$ cat src/rtl/regbank_arbiter_pkg.sv
// Shared defaults and FSM encoding for the register-bank arbiter.
package regbank_arbiter_pkg;

    localparam int unsigned DEF_WIDTH      = 8;
    localparam int unsigned DEF_DEPTH      = 8;
    localparam int unsigned DEF_ADDR_WIDTH = 3;
    localparam int unsigned DEF_NR_REQ     = 4;

    typedef enum logic {
        IDLE  = 1'b0,
        CLEAR = 1'b1
    } state_t;

endpackage

$ cat src/rtl/regbank_arbiter_rr.sv
// Combinational round-robin picker: first asserted request at or after ptr.
module rr_arbiter #(
    parameter int unsigned NR_REQ = 4
) (
    input  logic [NR_REQ-1:0]         req,
    input  logic [$clog2(NR_REQ)-1:0] ptr,
    input  logic                      enable,
    output logic [NR_REQ-1:0]         gnt,
    output logic [$clog2(NR_REQ)-1:0] gnt_idx
);

    localparam int unsigned PTR_W = $clog2(NR_REQ);

    logic [PTR_W:0]   sum;
    logic [PTR_W-1:0] cand;
    logic             found;

    // Walk the requesters starting at ptr, wrapping explicitly at NR_REQ.
    always_comb begin
        gnt     = '0;
        gnt_idx = '0;
        found   = 1'b0;
        sum     = '0;
        cand    = '0;
        for (int unsigned i = 0; i < NR_REQ; i++) begin
            sum = {1'b0, ptr} + (PTR_W+1)'(i);
            if (sum >= (PTR_W+1)'(NR_REQ)) begin
                sum = sum - (PTR_W+1)'(NR_REQ);
            end
            cand = sum[PTR_W-1:0];
            if (enable && !found && req[cand]) begin
                found     = 1'b1;
                gnt[cand] = 1'b1;
                gnt_idx   = cand;
            end
        end
    end

endmodule

$ cat src/rtl/regbank_arbiter.sv
// Register bank shared by NR_REQ requesters, with round-robin access and a swept clear.
module regbank_arbiter
    import regbank_arbiter_pkg::*;
#(
    parameter int unsigned WIDTH      = DEF_WIDTH,
    parameter int unsigned DEPTH      = DEF_DEPTH,
    parameter int unsigned ADDR_WIDTH = DEF_ADDR_WIDTH,
    parameter int unsigned NR_REQ     = DEF_NR_REQ
) (
    input  logic                         clk_i,
    input  logic                         rstn_i,
    input  logic [NR_REQ-1:0]            req_i,
    input  logic [NR_REQ-1:0]            we_i,
    input  logic [NR_REQ*ADDR_WIDTH-1:0] addr_i,
    input  logic [NR_REQ*WIDTH-1:0]      wdata_i,
    input  logic                         clear_i,
    output logic [NR_REQ-1:0]            gnt_o,
    output logic [NR_REQ-1:0]            rvalid_o,
    output logic [WIDTH-1:0]             rdata_o,
    output logic                         busy_o
);

    localparam int unsigned PTR_W = $clog2(NR_REQ);
    localparam int unsigned CNT_W = ADDR_WIDTH + 1;

    state_t                  state, next_state;
    logic [CNT_W-1:0]        clr_cnt, clr_cnt_d;
    logic [PTR_W-1:0]        rr_ptr;
    logic [PTR_W-1:0]        gnt_idx;
    logic                    arb_en;
    logic                    gnt_fire;
    logic                    sel_we;
    logic [ADDR_WIDTH-1:0]   sel_addr;
    logic [WIDTH-1:0]        sel_wdata;
    logic [WIDTH-1:0]        bank [DEPTH];

    // Arbitrate only when idle and no clear is being requested this cycle.
    assign arb_en   = (state == IDLE) && !clear_i;
    assign gnt_fire = |gnt_o;

    rr_arbiter #(
        .NR_REQ (NR_REQ)
    ) u_rr (
        .req     (req_i),
        .ptr     (rr_ptr),
        .enable  (arb_en),
        .gnt     (gnt_o),
        .gnt_idx (gnt_idx)
    );

    // Mux the granted requester's command onto the bank port.
    always_comb begin
        sel_we    = 1'b0;
        sel_addr  = '0;
        sel_wdata = '0;
        for (int unsigned k = 0; k < NR_REQ; k++) begin
            if (gnt_o[k]) begin
                sel_we    = we_i[k];
                sel_addr  = addr_i[k*ADDR_WIDTH +: ADDR_WIDTH];
                sel_wdata = wdata_i[k*WIDTH +: WIDTH];
            end
        end
    end

    // FSM state register and clear counter.
    always_ff @(posedge clk_i or negedge rstn_i) begin
        if (!rstn_i) begin
            state   <= IDLE;
            clr_cnt <= '0;
            busy_o  <= 1'b0;
        end else begin
            state   <= next_state;
            clr_cnt <= clr_cnt_d;
            busy_o  <= (next_state == CLEAR);
        end
    end

    // Next-state logic: a clear sweeps one entry per cycle, then returns to IDLE.
    always_comb begin
        next_state = state;
        clr_cnt_d  = clr_cnt;
        case (state)
            IDLE: begin
                if (clear_i) begin
                    next_state = CLEAR;
                    clr_cnt_d  = '0;
                end
            end
            CLEAR: begin
                if (clr_cnt == CNT_W'(DEPTH - 1)) begin
                    next_state = IDLE;
                    clr_cnt_d  = '0;
                end else begin
                    clr_cnt_d = clr_cnt + CNT_W'(1);
                end
            end
            default: begin
                next_state = IDLE;
                clr_cnt_d  = '0;
            end
        endcase
    end

    // Round-robin pointer advances past the winner; it survives a clear.
    always_ff @(posedge clk_i or negedge rstn_i) begin
        if (!rstn_i) begin
            rr_ptr <= '0;
        end else if (gnt_fire) begin
            rr_ptr <= (gnt_idx == PTR_W'(NR_REQ - 1)) ? '0 : gnt_idx + PTR_W'(1);
        end
    end

    // Storage: clear sweep or granted write. Deliberately not reset.
    always_ff @(posedge clk_i) begin
        if (state == CLEAR) begin
            bank[clr_cnt[ADDR_WIDTH-1:0]] <= '0;
        end else if (gnt_fire && sel_we) begin
            bank[sel_addr] <= sel_wdata;
        end
    end

    // Read register with one-cycle latency and a one-hot valid pulse.
    always_ff @(posedge clk_i or negedge rstn_i) begin
        if (!rstn_i) begin
            rvalid_o <= '0;
            rdata_o  <= '0;
        end else begin
            rvalid_o <= gnt_o & {NR_REQ{!sel_we}};
            if (gnt_fire && !sel_we) begin
                rdata_o <= bank[sel_addr];
            end
        end
    end

endmodule

$ cat config.mk
export PLATFORM = sky130hd
export DESIGN_NAME = regbank_arbiter
export DESIGN_NICKNAME = d
export VERILOG_FILES = /design/src/rtl/regbank_arbiter_pkg.sv /design/src/rtl/regbank_arbiter_rr.sv /design/src/rtl/regbank_arbiter.sv
export SDC_FILE = /design/constraint.sdc
export NUM_CORES = 1
export LEC_CHECK = 0
export CAP_MARGIN = 20
export CELL_PAD_IN_SITES_DETAIL_PLACEMENT = 0
export CELL_PAD_IN_SITES_GLOBAL_PLACEMENT = 1
export CORE_MARGIN = 1.5
export CORE_UTILIZATION = 43
export DETAILED_ROUTE_END_ITERATION = 10
export PLACE_DENSITY_LB_ADDON = 0.1
export SETUP_SLACK_MARGIN = 0.1
export SYNTH_ARGS = -nofsm -noshare
export SYNTH_HDL_FRONTEND = slang
export SYNTH_SLANG_ARGS = --single-unit
$ cat constraint.sdc
create_clock -name clk_i -period 5 [get_ports clk_i]
set_input_delay 0.75 -clock clk_i [delete_from_list [all_inputs] [get_ports clk_i]]
set_output_delay 0.75 -clock clk_i [all_outputs]
set_load 0.01 [all_outputs]
==> run summary <==
The flow ran to the end, and the final reports show no timing, DRC or antenna violations. The routed design uses 4760 µm of met2 wire. The tools report the total I/O pin count as 72. Along the worst path, the maximum fanout reaches 15. After the flow finishes, the layout carries non-filler instances totaling 562. The layout-stage area growth over the synthesis result was 27.2%; the post-route standard cell area excluding fillers was 5370 µm². The multi-input logic area is 1690 µm².

The startpoint kind of the worst setup timing path was a primary input. The portion of the post-synthesis area used by sequential elements came out at 0.568. Worst clock skew: 13.9 ps. Hold repair after CTS inserted 0 buffers.

The clock passes through at most 2 buffers. Port buffering added 71 buffers. TritonCTS built the clock tree. The pin count of the biggest net entering global routing was 25. The area share of fa/ha/maj cells after synthesis was 0.0237. Measured along the x axis, the die boundary spans 102 µm. The design draws 2.57 mW. The number of global-route vias before repair is 3087, and the overall die height is 102 µm. The share of layout cells above drive strength 1 was 0.157; the clock latency reported for the late side of the worst-skew pair was 350 ps. Counting the fill cells in the layout gives 846. After detailed routing, the number of remaining DRC violations is 0.

Clock-pin slew was measured on the worst setup and hold paths at 100 ps. The worst setup path is captured at an output pin. In this run, synthesis inferred 64 flip-flops with an integrated enable. The flip-flop and latch area was 2400 µm². For the final setup TNS, the log shows 0 ps. The critical path goes through clkdlybuf4s50_1, mux4_2, nand2b_1, a21oi_2, a221oi_2, buf_4, inv_1, buf_4, clkdlybuf4s50_1.

For the finished layout, the period the worst path requires is 4330 ps. The power per standard cell area is 478 nW/µm², and the normalized max-slew margin is 0.473. The largest single stage delay on the critical path is 540 ps. The first TritonRoute pass finished after 5 iterations.

The max-slew violation count was 0. Total congestion overflow: 0. The measured slew at the worst slew-check pin was 788 ps; the global routing usage summed across all routing layers was 0.214.

The count of max-cap constraint violations was 0; the mean routed wirelength per cell was 18.5 µm. After the last flow step, the layout net total stands at 491. The main combinational cell family by area after synthesis is compound AO/OA/AOI/OAI gates. The worst-case IR drop observed on VDD is 0.171 mV.

Detailed routing inserted a total of 3089 vias. For the final hold violation count, the log shows 0. The required time at the endpoint of the critical path came out at 4250 ps.

The core box area was 9370 µm². Setup repair after global routing left no endpoint under its margin. For this block, the routed nets add up to 10400 µm of wire. The post-route met1 wirelength was 4890 µm. The die covers 10400 µm².

For the post-route antenna net violation count, the log shows 0. Across all setup checks in the final design, the least slack found is 672 ps. For this design the static power due to leakage is 1.97 nW. In this run, the number of DRC markers left after iteration 0 of detailed routing was 168. For the number of sinks driven by the clock tree, the log shows 83. Synthesis produced a netlist with a net count of 403. The run gives 0 as the antenna diode count. The worst hold margin was 562 ps. The multiplexer fraction of the synthesized cell area was 0.0759; the count of cells resized by post-cts repair was 0.

The predominant post-synthesis flop cell was edfxtp_1. The congestion estimate from routability-driven global placement came to 0.843. The min-delay analysis places its worst path in the category register to register. The period utilization was 0.866. For the initial antenna violation count, the log shows 0. At the placement stage, the worst setup path has a slack of 440 ps. Number of register bits inferred by synthesis: 83. The via density per instance is 5.50, and the number of setup buffers added after CTS is 0. The critical path is of the primary input to output pin type. The tools report the total CTS buffers as 9. The largest individual stage delay along the critical path comes from the cell clkdlybuf4s50_1. The post-route core utilization was 0.573; the cell count after synthesis was 340.

The run gives 668 µm as the routed wire length on met3. Dividing the synthesized area by the synthesized cell count gives 12.4 µm². The parity-gate share of the synthesized area counting xor and xnor cells is 0.00415, and the fraction of synthesis flops using an asynchronous set or reset pin is 0.229. In this run the top signal layer used is met4. The total buffers and inverters traversed by the critical path came out at 5.

The tools report the H-tree depth as 3. The total setup violations reported at the end of the flow is 0. The tools report the arrival time of the worst setup path as 3580 ps. Counting tap cells, the placed design contains a total of 546 instances. CTS placed an instance of clkbuf_8 at the clock tree root. The initial core utilization is 0.451, and the first-pass GRT wire length is 16500 µm.

Family with the most delay on the worst path: buffers and inverters. The simple-gate area share of the yosys netlist was 0.0966. The fraction of the mapped netlist area in compound gates was 0.199. Static timing analysis puts the maximum clock frequency at 231 MHz. Site row count: 35. For the count of synthesis-stage warnings from yosys, the log shows 0. Detailed placement finished with a half-perimeter wire length of 7400 µm. The post-synthesis cell area was 4220 µm²; the cell area reported after detailed placement was 5190 µm².

Yosys mapped the design onto 55 distinct sky130hd cell types.
[layout by cell type (no fill, tap or decap), types with 2 or more instances in the layout]
master / n
o21ai_0: 8
nand3_1: 12
nand2_1: 49
clkbuf_8: 9
o21a_1: 5
inv_1: 10
a21o_1: 9
o31ai_1: 2
nand2b_1: 2
ha_1: 8
a22o_1: 9
o31a_1: 2
nand4_1: 3
a221o_1: 8
and2_1: 2
dfrtp_1: 19
nand3b_1: 5
mux2i_1: 5
or2_1: 3
a21oi_1: 32
buf_4: 25
edfxtp_1: 64
clkdlybuf4s50_1: 71
mux4_2: 12
nor3_1: 2
clkinvlp_4: 2
o211ai_1: 8
inv_2: 3
nor2_1: 5
o22ai_1: 7
inv_6: 2
a221oi_2: 2
[tightest hold or removal path: cells and delay by family, from the launching register on]
| family | cells | cell delay (ps) |
|---|---|---|
| DFF | 1 | 330 |
| AOI/OAI and AO/OA | 1 | 100 |
| and+or+nand+nor | 2 | 120 |
[layout make-up]
cell class	count	share of cell area
multi-input combinational	225	0.314
timing repair buffer	96	0.167
tap	129	0.0301
clock buffer	10	0.0238
inverter	13	0.00909
sequential	83	0.446
clock inverter	6	0.00909
[report_power, final]
group | switching, mW | internal [mW] | total [mW]
clock | 0.257 | 0.187 | 0.444
combinational | 0.568 | 0.476 | 1.04
sequential | 0.0919 | 0.988 | 1.08
[layer usage]
layer  up-vias  track usage
li1       1492            -
met1      1488        0.308
met2        99        0.330
met3        10       0.0534
met4         0       0.0474
met5         -            0
[state kept, by name, summed over array words and instances, names as in the netlist, named ones only]
| signal | cells |
|---|---|
| bank | 64 |
| rdata_o | 8 |
| clr_cnt | 4 |
| rvalid_o | 4 |
| rr_ptr | 1 |
| state | 1 |
[kinds of logic (layout without fill, tap and decap cells)]
logic type / Yosys count / in the layout
AO/OA/AOI/OAI: 110 / 110
XOR/XNOR: 2 / 2
adder cells (fa/ha/maj): 8 / 8
buffers and inverters: 32 / 125
flip-flops: 83 / 83
multiplexers: 17 / 17
AND/OR/NAND/NOR: 88 / 88
[final timing paths]
check                           startpoint     endpoint  cells after the start  slack [ps]
worst max-delay path              req_i[2]     gnt_o[3]                      9         670
worst min-delay path            bank[6][6]   rdata_o[6]                      3         560
worst max register to register    register   rdata_o[0]                     11         740
worst min register to register  bank[6][6]   rdata_o[6]                      3         560
max in group asynchronous           rstn_i   rdata_o[1]                      2        3970
min in group asynchronous           rstn_i  rvalid_o[0]                      2         750
[cells in the mapped netlist (2+ instances only)]
master,instances,area share
o31ai_1,2,0.0036
nand2b_1,2,0.0030
buf_2,8,0.0095
nand2_1,49,0.044
mux2i_1,5,0.012
edfxtp_1,64,0.46
nand3b_1,5,0.0089
o211ai_1,8,0.014
o22ai_1,7,0.010
dfrtp_1,19,0.11
a22o_1,9,0.019
ha_1,8,0.024
nor2_1,5,0.0044
o21ai_0,8,0.0095
inv_2,3,0.0027
nand3_1,12,0.014
and2_1,2,0.0030
or2_1,3,0.0044
mux4_2,12,0.064
nand4_1,3,0.0044
nor3_1,2,0.0024
a21o_1,9,0.016
clkbuf_1,10,0.0089
o21a_1,5,0.0089
a21oi_1,32,0.038
o31a_1,2,0.0041
a221oi_2,2,0.0071
inv_1,10,0.0089
a221o_1,8,0.019
(Power assumes the default switching activity.)
